--- src/rtl/gtx_tx_framer_if.sv ---
// Payload stream handshake into the GTX TX framer.
// The source drives data/valid; the framer returns ready.
interface gtx_tx_framer_if;
  logic [15:0] s_data;
  logic        s_valid;
  logic        s_ready;

  modport master (output s_data, output s_valid, input s_ready);
  modport slave  (input s_data, input s_valid, output s_ready);
endinterface

--- src/rtl/gtx_tx_framer.sv ---
// GTX TX framer: K28.5 idle fill, SOF, payload (PAD on underrun), optional CRC-16, EOF.
// Define GTX_FRAMER_CRC_EN to include the CRC-16-CCITT word before EOF.
module gtx_tx_framer #(
  parameter int unsigned FRAME_LEN = 64,
  parameter int unsigned IDLE_MIN  = 4
) (
  input  logic                  sys_clk_i,
  input  logic                  sys_rst_ni,
  input  logic                  link_ready_i,
  input  logic                  tx_en_i,
  gtx_tx_framer_if.slave        s_if,
  output logic [15:0]           tx_data_o,
  output logic [1:0]            tx_charisk_o,
  output logic                  frame_active_o,
  output logic [7:0]            seq_num_o,
  output logic [15:0]           underrun_cnt_o
);

  localparam logic [15:0] IdleWord = 16'h50BC;
  localparam logic [15:0] PadWord  = 16'h1C1C;
  localparam logic [15:0] EofWord  = 16'h00FD;
  localparam logic [15:0] LastIdx  = 16'(FRAME_LEN - 1);
  localparam logic [7:0]  IdleMin  = 8'(IDLE_MIN);

`ifdef GTX_FRAMER_CRC_EN
  typedef enum logic [2:0] {StIdle, StSof, StPayload, StCrc, StEof} state_e;
`else
  typedef enum logic [2:0] {StIdle, StSof, StPayload, StEof} state_e;
`endif

  state_e      state_q;
  logic [15:0] tx_data_q;
  logic [1:0]  tx_charisk_q;
  logic [7:0]  seq_q;
  logic [15:0] underrun_q;
  logic [7:0]  idle_cnt_q;
  logic [7:0]  idle_cnt_inc;
  logic [15:0] word_cnt_q;

`ifdef GTX_FRAMER_CRC_EN
  logic [15:0] crc_q;
  logic [15:0] crc_next;

  // MSB-first CRC-16-CCITT over one 16-bit word.
  function automatic logic [15:0] crc16_step(logic [15:0] crc, logic [15:0] d);
    logic [15:0] c;
    c = crc;
    for (int i = 15; i >= 0; i--) begin
      if (c[15] ^ d[i]) c = {c[14:0], 1'b0} ^ 16'h1021;
      else              c = {c[14:0], 1'b0};
    end
    return c;
  endfunction

  assign crc_next = crc16_step(crc_q, s_if.s_data);
`endif

  // Count includes the IDLE word emitted this cycle, so exactly IdleMin words precede SOF.
  assign idle_cnt_inc = (idle_cnt_q == 8'hFF) ? 8'hFF : idle_cnt_q + 8'd1;

  assign s_if.s_ready   = (state_q == StPayload) && link_ready_i;
  assign frame_active_o = (state_q != StIdle);
  assign tx_data_o      = tx_data_q;
  assign tx_charisk_o   = tx_charisk_q;
  assign seq_num_o      = seq_q;
  assign underrun_cnt_o = underrun_q;

  always_ff @(posedge sys_clk_i or negedge sys_rst_ni) begin
    if (!sys_rst_ni) begin
      state_q      <= StIdle;
      tx_data_q    <= IdleWord;
      tx_charisk_q <= 2'b01;
      seq_q        <= '0;
      underrun_q   <= '0;
      idle_cnt_q   <= '0;
      word_cnt_q   <= '0;
`ifdef GTX_FRAMER_CRC_EN
      crc_q        <= 16'hFFFF;
`endif
    end else if (!link_ready_i) begin
      // Link loss aborts any frame; the sequence number is kept for the retry.
      state_q      <= StIdle;
      tx_data_q    <= IdleWord;
      tx_charisk_q <= 2'b01;
      idle_cnt_q   <= '0;
    end else begin
      case (state_q)
        StIdle: begin
          tx_data_q    <= IdleWord;
          tx_charisk_q <= 2'b01;
          idle_cnt_q   <= idle_cnt_inc;
          if ((idle_cnt_inc >= IdleMin) && tx_en_i && s_if.s_valid) state_q <= StSof;
        end
        StSof: begin
          tx_data_q    <= {seq_q, 8'hFB};
          tx_charisk_q <= 2'b01;
          word_cnt_q   <= '0;
`ifdef GTX_FRAMER_CRC_EN
          crc_q        <= 16'hFFFF;
`endif
          state_q      <= StPayload;
        end
        StPayload: begin
          if (s_if.s_valid) begin
            tx_data_q    <= s_if.s_data;
            tx_charisk_q <= 2'b00;
            word_cnt_q   <= word_cnt_q + 16'd1;
`ifdef GTX_FRAMER_CRC_EN
            crc_q        <= crc_next;
            if (word_cnt_q == LastIdx) state_q <= StCrc;
`else
            if (word_cnt_q == LastIdx) state_q <= StEof;
`endif
          end else begin
            tx_data_q    <= PadWord;
            tx_charisk_q <= 2'b11;
            if (underrun_q != 16'hFFFF) underrun_q <= underrun_q + 16'd1;
          end
        end
`ifdef GTX_FRAMER_CRC_EN
        StCrc: begin
          tx_data_q    <= crc_q;
          tx_charisk_q <= 2'b00;
          state_q      <= StEof;
        end
`endif
        StEof: begin
          tx_data_q    <= EofWord;
          tx_charisk_q <= 2'b01;
          seq_q        <= seq_q + 8'd1;
          idle_cnt_q   <= '0;
          state_q      <= StIdle;
        end
        default: begin
          tx_data_q    <= IdleWord;
          tx_charisk_q <= 2'b01;
          state_q      <= StIdle;
        end
      endcase
    end
  end

endmodule

--- src/flat_wrapper.sv ---
// flat-port wrapper written by rule: the top's interface ports become plain ports
module gtx_tx_framer_flat 
#(
  parameter int unsigned FRAME_LEN = 64,
  parameter int unsigned IDLE_MIN  = 4
)
  (sys_clk_i, sys_rst_ni, link_ready_i, tx_en_i, tx_data_o, tx_charisk_o, frame_active_o, seq_num_o, underrun_cnt_o, s_if_s_data, s_if_s_valid, s_if_s_ready);
  gtx_tx_framer_if s_if_i ();
  input  logic sys_clk_i;
  input  logic sys_rst_ni;
  input  logic link_ready_i;
  input  logic tx_en_i;
  output logic [15:0] tx_data_o;
  output logic [1:0] tx_charisk_o;
  output logic frame_active_o;
  output logic [7:0] seq_num_o;
  output logic [15:0] underrun_cnt_o;
  input wire logic [$bits(s_if_i.s_data)-1:0] s_if_s_data;
  input wire logic [$bits(s_if_i.s_valid)-1:0] s_if_s_valid;
  output wire logic [$bits(s_if_i.s_ready)-1:0] s_if_s_ready;
  assign s_if_i.s_data = s_if_s_data;
  assign s_if_i.s_valid = s_if_s_valid;
  assign s_if_s_ready = s_if_i.s_ready;
  gtx_tx_framer #(.FRAME_LEN(FRAME_LEN), .IDLE_MIN(IDLE_MIN)) u_core (.sys_clk_i(sys_clk_i), .sys_rst_ni(sys_rst_ni), .link_ready_i(link_ready_i), .tx_en_i(tx_en_i), .s_if(s_if_i), .tx_data_o(tx_data_o), .tx_charisk_o(tx_charisk_o), .frame_active_o(frame_active_o), .seq_num_o(seq_num_o), .underrun_cnt_o(underrun_cnt_o));
endmodule
--- config.mk ---
export PLATFORM = sky130hd
export DESIGN_NAME = gtx_tx_framer_flat
export DESIGN_NICKNAME = d
export VERILOG_FILES = /design/src/rtl/gtx_tx_framer_if.sv /design/src/rtl/gtx_tx_framer.sv /design/src/flat_wrapper.sv
export SDC_FILE = /design/constraint.sdc
export NUM_CORES = 1
export LEC_CHECK = 0
export CORE_MARGIN = 2
export CORE_UTILIZATION = 52
export CTS_CLUSTER_SIZE = 40
export DETAILED_ROUTE_END_ITERATION = 12
export MAX_ROUTING_LAYER = met4
export PLACE_DENSITY = 0.8
export SLEW_MARGIN = 10
export SYNTH_ARGS = -nofsm -noshare
export SYNTH_HDL_FRONTEND = slang
export SYNTH_SLANG_ARGS = --single-unit
--- constraint.sdc ---
create_clock -name sys_clk_i -period 2.5 [get_ports sys_clk_i]
set_input_delay 0.25 -clock sys_clk_i [delete_from_list [all_inputs] [get_ports sys_clk_i]]
set_output_delay 0.25 -clock sys_clk_i [all_outputs]
set_load 0.05 [all_outputs]
# Word-level counts from Yosys, hierarchy flattened
# Cells that the tools add are included.
# word_totals
ff_bits	69
latch_bits	0
ram_bits	0
rom_bits	0
in_bits	21
output_inout_bits	44
wordCells	50
memories	0
# op_classes
add_sub_neg	4
multipliers	0
n_div	0
order_cmp	1
eq_ne	11
shifts	0
muxes	16
bitwise_logic	1
reduce_logical	10
# ops
op	n
2-to-1 mux 16 bit	3
one-hot mux 16 bit (3 select lines)	1
adder 16 x 1 -> 16 bit, second input constant	2
one-hot mux 16 bit (2 select lines)	1
adder 8 x 1 -> 8 bit, second input constant	2
== test 16 x 6 -> 1 bit, second input constant	1
2-to-1 mux 8 bit	2
inequality test 16 bit, second input constant	1
one-hot mux 8 bit (2 select lines)	1
2-to-1 mux 3 bit	4
one-hot mux 3 bit (3 select lines)	1
== test 8 bit, second input constant	1
>= comparator 8 x 3 -> 1 bit, second input constant	1
== test 3 x 2 -> 1 bit, second input constant	2
2-to-1 mux 2 bit	3
inequality test 3 bit, second input constant	2
AND reduction 3 bit	2
AND reduction 4 bit	1
== test 3 x 1 -> 1 bit, second input constant	1
logical AND 1 bit	3
zero test 3 bit	1
inequality test 3 x 1 -> 1 bit, second input constant	1
inequality test 3 x 2 -> 1 bit, second input constant	1
nonzero test 3 bit	1
4 further kinds	4

# Depth between registers and ports, before layout
# Gate-level depths: netlist (run 1).
# logic_depth
depth_word	8
depth_mapped	9
depth_no_buf	9

# Least setup slack after synthesis (run 1)
# Ideal clock, no wire load.
# synth_path
path_type	reg2reg
start	register u_core.underrun_q[6], in the netlist u_core.underrun_cnt_o[6]
end	register u_core.underrun_q[1], in the netlist u_core.underrun_cnt_o[1]
setup_ps	125
arrival_ps	2003
t_required_ps	2375
path_slack_ps	372
path_stages_with_launch	6
n_path_buf	0
period_less_slack_ps	2128
cell_sequence	dfrtp_1 and4_4 nand3_4 or3_4 and2_4 mux2_4
# synth_between
elab_chain_cells	2
# synth_rtl
element	line	text
start: declaration	gtx_tx_framer.sv:35	logic [15:0] underrun_q;
start signal: assignment	gtx_tx_framer.sv:117	if (underrun_q != 16'hFFFF) underrun_q <= underrun_q + 16'd1;
inequality test 16 bit	gtx_tx_framer.sv:117	
AND reduction 4 bit (no source line)	--	
# Every way passes these cells.
# A chain may end at the register's enable or synchronous reset.

# Final worst setup path (run 1)
# layout_path
start	register u_core.state_q[0]
end	register u_core.word_cnt_q[15]
# layout_between
elab_chain_cells	3
elab_cells_between_ends	6
cone_classes	eq/ne: 3; mux: 1; reduce/logical: 2
# layout_rtl
element	line	text
start: declaration	gtx_tx_framer.sv:31	state_e state_q;
start signal: assignment	gtx_tx_framer.sv:70	state_q <= StIdle;
start signal: assignment	gtx_tx_framer.sv:82	state_q <= StIdle;
start signal: assignment	gtx_tx_framer.sv:92	if ((idle_cnt_inc >= IdleMin) && tx_en_i && s_if.s_valid) state_q <= StSof;
== test 3 x 2 -> 1 bit or == test 3 x 1 -> 1 bit (tied branches)	gtx_tx_framer.sv:87	case (state_q)
inequality test 2 bit (no source line) or nonzero test 2 bit (tied branches)	--	
AND reduction 3 bit (no source line)	--	
end signal: assignment	gtx_tx_framer.sv:107	word_cnt_q <= word_cnt_q + 16'd1;
end: declaration	gtx_tx_framer.sv:38	logic [15:0] word_cnt_q;
# Several ways; a longest one is shown, not always the timed one.

==> parameters.txt, run 1 <==
Parameter                              Value

Detailed routing
  Iter 0 DRT Violations ... 131
  Routed WL ... 7270 um
  Residual DRC count ... 0
  Detailed Routing Iterations Pass 1 ... 4
  Mean number of vias per cell ... 5.62
  Via count ... 2,777
  WL per Instance ... 14.7 um
  Residual antenna-violating net count after detailed routing ... 0

Status
  Status ... finished, final reports clean

Worst setup path
  Worst Path Max Fanout ... 8
  Nature of the critical path startpoint ... flip-flop
  Reg2Reg Depth ... 9
  R2R Path Start ... u_core.state_q[0]
  Required time reported for the critical path endpoint ... 2.77 ns
  Worst setup startpoint ... u_core.state_q[0]
  Critical path arrival ... 2.46 ns
  Setup slack on the worst flop-to-flop path ... 0.31 ns
  Worst setup path class ... flip-flop to flip-flop
  Capturing point of the worst reg2reg path ... u_core.word_cnt_q[15]
  CP endpoint kind ... flip-flop

Place
  HPWL after detailed placement ... 5140 um
  Placed cell count ... 476
  Port-buffer cells ... 64
  Final GP Congestion ... 0.845

Global routing
  Pin count of the biggest net entering global routing ... 69
  Initial antenna violation count ... 0
  Overall overflow remaining after global route ... 0
  Vias in the first global route ... 2,635
  Wire length of the first global-routing pass ... 12,400 um
  Global-route total usage across every layer ... 0.223

Clocking
  Worst-skew pair later-pin latency ... 0.35 ns
  Num CTS Buffers ... 9
  Cell chosen for the clock root ... clkbuf_8
  CTS tree ... done
  Number of H-tree branching levels ... 3
  Clk buf depth ... 2
  CTS clk-pin slew, worst paths ... 0.07 ns
  TritonCTS Sinks ... 68

Final layout
  Fraction of layout instances using a drive strength above 1 ... 0.108
  Post-layout net count ... 441
  # diodes ... 0
  P&R area growth vs syn ... 28.3%
  Finished Core Util ... 0.683
  Final non-filler cell total ... 494

Power and ir drop
  Power density of the placed cells ... 886 nW/um^2
  Maximum ir drop on the vdd rail ... 0.000600 V
  Overall power after layout ... 3.82 mW
  Proportion of power drawn by flip-flops and latches ... 0.378
  Cell internal power dissipation ... 2.32 mW
  Logic pwr share ... 0.366
  Switching power total ... 1.50 mW
  Fraction of power consumed by the clock network ... 0.256
  LEAKAGE ... 1.87 nW
  Sw Share ... 0.392

Floorplan
  Floorplan Core Area ... 6310 um^2
  Die outline height ... 84.4 um
  Die boundary width ... 84.4 um
  Standard-cell row count ... 29
  Initial standard-cell utilization of the core ... 0.533
  Count of pins on the block boundary ... 65
  Die area ... 7120 um^2

STA
  Minimum hold slack ... 0.455 ns
  Fraction of the cycle the final worst path needs ... 0.877
  Max Clock Skew ... 0.0107 ns
  Finish-stage setup viols ... 0
  Setup TNS Final ... 0 ns
  Clock period minus final worst setup slack ... 2.19 ns
  Unrepaired setup endpoints after global routing ... false
  Count of endpoints failing hold in the final timing report ... 0
  Slew of the pin with the lowest slew margin ... 0.542 ns
  Final slew viol count ... 0
  Fmax ... 456 MHz
  Tightest slew margin relative to the limit ... 0.639

Synthesis
  Fraction of synthesized cell area taken by the top area cell type ... 0.447
  Proportion of synthesized flip-flops having asynchronous set or reset ... 1.00
  Leading post-synthesis cells by instance count ... dfrtp_1, nor2_1, nand2_1
  Post-Syn Instances ... 340
  Post-synth top area cell ... dfrtp_1
  Predominant post-synthesis flop cell ... dfrtp_1
  Count of state elements after synthesis ... 68
  Count leader, synth ... dfrtp_1
  Most area-consuming cells after synthesis ... dfrtp_1, dfstp_2, xor2_1
  Number of nets in the synthesized netlist ... 369
  Netlist area before placement ... 3360 um^2
  Per-instance average area after synthesis ... 9.89 um^2
  Synth unique cells ... 52
  Sequential area share after synthesis ... 0.509
  Count of warnings emitted by yosys ... 0
  Number of enable-type register cells in the synthesized netlist ... 0

Hold path
  Hold WC Path Type ... input pin to async pin

Run
  Max capacitance violation total ... 0
worst max-delay path, stage by stage (launching register included):
cell and delay, ns:
dfrtp_1 0.45, inv_1 0.13, ha_1 0.30, nand2_1 0.13, nor2_2 0.17, inv_1 0.15
a211oi_4 0.38, nand4_1 0.16, xor2_1 0.16, nor2_1 0.10
cell type report:
class | count | area (um^2)
fill | 490 | 2000
sequential | 68 | 1710
multi-input combinational | 251 | 1550
timing repair buffer | 72 | 706
clock buffer | 9 | 124
tap | 77 | 96.3
clock inverter | 7 | 91.3
inverter | 10 | 37.5
flip-flops by register name, summed over array words and instances (netlist names):
signal	cells
u_core.tx_data_o	16
u_core.underrun_cnt_o	16
u_core.word_cnt_q	16
u_core.idle_cnt_q	8
u_core.seq_num_o	8
u_core.state_q	2
u_core.tx_charisk_o	2
cells by family after synthesis:
kind of cell | count (synthesis) | share of synthesized area
AND/OR/NAND/NOR | 149 | 0.223
flip-flops | 68 | 0.509
XOR/XNOR | 32 | 0.0834
adder cells (fa/ha/maj) | 8 | 0.0298
buffers and inverters | 21 | 0.0316
multiplexers | 4 | 0.0138
AO/OA/AOI/OAI | 58 | 0.109
placed cells by master, fill, tap and decap left out, drive strengths merged, types with 5 or more instances in the layout:
cell type and n:
clkinv 5, xor2 20, xnor2 12, o21ai 16, nor2 43, dfrtp 60
nand2 39, nor3 10, and4 6, ha 8, buf 10, clkbuf 9
clkdlybuf4s50 61, nand3 19, inv 9, a21oi 20, dfstp 8, nand4 9
metrics by stage:
stage | area, um^2 | setup slack (ns)
after floorplan | 3360 | 0.372
after global routing | 4310 | 0.0530
after global placement | 4080 | 0.292
final | 4310 | 0.308
after detailed placement | 4080 | 0.224
after CTS | 4300 | 0.234
timing repair:
| item | in CTS | in global routing |
|---|---|---|
| setup endpoints to repair | 0 | 6 |
| endpoints found under the hold margin | 60 | 0 |
| setup buffers | 0 | 1 |
| resized for setup | 0 | 2 |
| hold buffers | 1 | 0 |
routing by layer:
metal | vias to the layer above | GRT usage | wire [um]
met5 | - | - | 0
met4 | 0 | 0.0895 | 128
met3 | 12 | 0.0423 | 348
met2 | 73 | 0.332 | 3430
met1 | 1360 | 0.305 | 3360
li1 | 1332 | - | -
worst max-delay path by stage:
stage / to / slack (ns) / depth (start not counted)
floorplan: u_core.underrun_cnt_o[1] / 0.37 / 5
global route: u_core.word_cnt_q[15] / 0.05 / 9
finish: u_core.word_cnt_q[15] / 0.31 / 9
detailed placement: u_core.word_cnt_q[15] / 0.22 / 8
CTS: u_core.word_cnt_q[15] / 0.23 / 9
global placement: u_core.underrun_cnt_o[13] / 0.29 / 6
power groups by stage:
| stage | Combinational (mW) | Sequential, mW | Clock (mW) |
|---|---|---|---|
| final | 1.40 | 1.45 | 0.978 |
| after global routing | 1.50 | 1.47 | 1.04 |
| after CTS | 1.40 | 1.45 | 0.995 |
| after detailed placement | 1.40 | 1.46 | 0 |
| after global placement | 1.37 | 1.45 | 0 |
| after floorplan | 0.537 | 1.84 | 0 |
No activity file was read; power rests on OpenSTA's default activity.
==> run 2, diff against run 1 <==
--- a/config.mk
+++ b/config.mk
@@ -13,3 +13,3 @@
 export PLACE_DENSITY = 0.8
-export SLEW_MARGIN = 10
+export SLEW_MARGIN = 20
 export SYNTH_ARGS = -nofsm -noshare
--- a/constraint.sdc
+++ b/constraint.sdc
@@ -3,2 +3,2 @@
 set_output_delay 0.25 -clock sys_clk_i [all_outputs]
-set_load 0.05 [all_outputs]
+set_load 0.01 [all_outputs]
==> run 2 against run 1 <==
  * Clock skew decreased by 0.0011 ns
  * Total power is 12% lower
  * Clock-buffer cell count up 1
  * Register-to-register slack about the same
  * Clock power shrank 8.2%
  * Global-route usage is 0.58 points lower
  * Non-clock buffer count is the same
  * Final cell count is the same
  * Design area down 0.15%
  * Largest cell class unchanged
  * Largest power group unchanged
  * Highest routed layer unchanged
==> parameters.txt, run 2 (same netlist as run 1, synthesis figures left out) <==
Parameter                              Value

Status
  Status ... finished, final reports clean

Worst setup path
  Setup slack on the worst flop-to-flop path ... 0.31 ns
  Category of cells accounting for the largest share of critical-path delay ... buffers and inverters
  Crit-path slowest cell ... clkdlybuf4s50_1
  Worst setup path class ... flip-flop to output port
  Crit path cell chain ... inv_1 > ha_1 > nand2_1 > buf_4 > inv_1 > clkdlybuf4s50_1
  Required time reported for the critical path endpoint ... 2.25 ns
  Critical path arrival ... 2.09 ns
  Buffers and inverters on the worst path ... 4
  CP endpoint kind ... output port
  Worst Path Max Fanout ... 8
  Cell occurring most often along the worst timing path ... inv_1
  Delay of the slowest cell on the worst path ... 0.53 ns
  Nature of the critical path startpoint ... flip-flop

STA
  Max Clock Skew ... 0.00957 ns
  Clock period minus final worst setup slack ... 2.34 ns
  Final slew viol count ... 0
  Tightest slew margin relative to the limit ... 0.675
  Minimum hold slack ... 0.456 ns
  Finish-stage setup viols ... 0
  Slew of the pin with the lowest slew margin ... 0.482 ns
  Fmax ... 428 MHz
  Unrepaired setup endpoints after global routing ... false
  Setup TNS Final ... 0 ns
  Fraction of the cycle the final worst path needs ... 0.934
  Count of endpoints failing hold in the final timing report ... 0
  Crit path setup slack, layout ... 0.164 ns

Power and ir drop
  Overall power after layout ... 3.35 mW
  Power density of the placed cells ... 777 nW/um^2
  LEAKAGE ... 1.85 nW
  Maximum ir drop on the vdd rail ... 0.000506 V

Final layout
  Post-layout net count ... 441
  # diodes ... 0
  P&R area growth vs syn ... 28.1%
  Most common cell after layout, fill and taps aside ... clkdlybuf4s50_1
  Sequential standard cell area ... 1710 um^2
  Top library cells by usage in the layout, fill and taps aside ... clkdlybuf4s50_1, dfrtp_1, nor2_1, nand2_1
  Finished Core Util ... 0.682
  Total area of multi-input combinational cells ... 1550 um^2
  Filler cell count in the final layout ... 506
  Fraction of layout instances using a drive strength above 1 ... 0.106

Global routing
  Vias in the first global route ... 2,602
  Initial antenna violation count ... 0
  Pin count of the biggest net entering global routing ... 69
  Wire length of the first global-routing pass ... 12,200 um
  Global-route total usage across every layer ... 0.218
  Overall overflow remaining after global route ... 0

Floorplan
  Die boundary width ... 84.4 um
  Initial standard-cell utilization of the core ... 0.533
  Standard-cell row count ... 29
  Count of pins on the block boundary ... 65
  Die outline height ... 84.4 um
  Die area ... 7120 um^2
  Floorplan Core Area ... 6310 um^2

Place
  HPWL after detailed placement ... 5060 um
  Final GP Congestion ... 0.850
  Setup WS pre-CTS ... 0.244 ns
  Port-buffer cells ... 64

Hold path
  Hold WC Path Type ... input pin to async pin

Detailed routing
  Detailed Routing Iterations Pass 1 ... 4
  Residual DRC count ... 0
  Routed WL ... 7100 um
  Via count ... 2,719
  Mean number of vias per cell ... 5.50
  Residual antenna-violating net count after detailed routing ... 0
  Iter 0 DRT Violations ... 121
  WL per Instance ... 14.4 um

Clocking
  Clk buf depth ... 2
  Number of H-tree branching levels ... 3
  TritonCTS Sinks ... 68
  Worst-skew pair later-pin latency ... 0.34 ns
  CTS clk-pin slew, worst paths ... 0.08 ns
  Num CTS Buffers ... 9
  Cell chosen for the clock root ... clkbuf_8
  CTS tree ... done

Run
  Max capacitance violation total ... 0
[run 2: cell type report]
type | count | area share
Timing Repair Buffer | 72 | 0.165
Tap cell | 77 | 0.0224
Sequential cell | 68 | 0.397
Multi-Input combinational cell | 251 | 0.360
Clock inverter | 6 | 0.0148
Inverter | 10 | 0.00872
Clock buffer | 10 | 0.0320
[run 2: routing by layer]
| layer | GRT usage | vias to the layer above | routed length, um |
|---|---|---|---|
| met5 | - | - | 0 |
| met4 | 0.0722 | 0 | 91 |
| met3 | 0.0580 | 10 | 350 |
| met2 | 0.323 | 60 | 3240 |
| met1 | 0.294 | 1311 | 3420 |
| li1 | - | 1338 | - |
[run 2: final timing paths]
kind                                                from                        to  depth (start not counted)
worst min-delay path                          sys_rst_ni      u_core.tx_data_o[13]                          3
worst max register to register         u_core.state_q[0]     u_core.word_cnt_q[11]                          9
worst min register to register  u_core.underrun_cnt_o[5]  u_core.underrun_cnt_o[5]                          1
min in group sys_clk_i                    s_if_s_data[6]       u_core.tx_data_o[6]                          3
worst max-delay path                   u_core.state_q[0]              s_if_s_ready                          6
max in group asynchronous                     sys_rst_ni       u_core.tx_data_o[2]                          3
[run 2: stage by stage]
stage,instance area [um^2],std cells
after floorplan,3360,340
after global placement,4080,476
after detailed placement,4080,476
after CTS,4290,493
after global routing,4310,494
final,4310,494
[run 2: timing repair]
action	CTS	global route
gates resized for setup	0	3
setup endpoints to repair	0	3
hold endpoints to repair	60	0
setup buffers	0	1
hold buffers	1	0
[run 2: worst reg2reg max path: stages, from the launching register on]
cell      delay [ns]
dfrtp_1         0.45
inv_1           0.13
ha_1            0.29
nand2_1         0.14
nor2_2          0.17
inv_1           0.15
a211oi_4        0.40
nand4_1         0.16
xor2_1          0.15
nor2_1          0.05
[run 2: power breakdown]
part           switching (mW)  total (mW)  internal, mW
Sequential              0.155        1.44          1.29
Combinational           0.515        1.01         0.491
Clock                   0.413       0.898         0.485
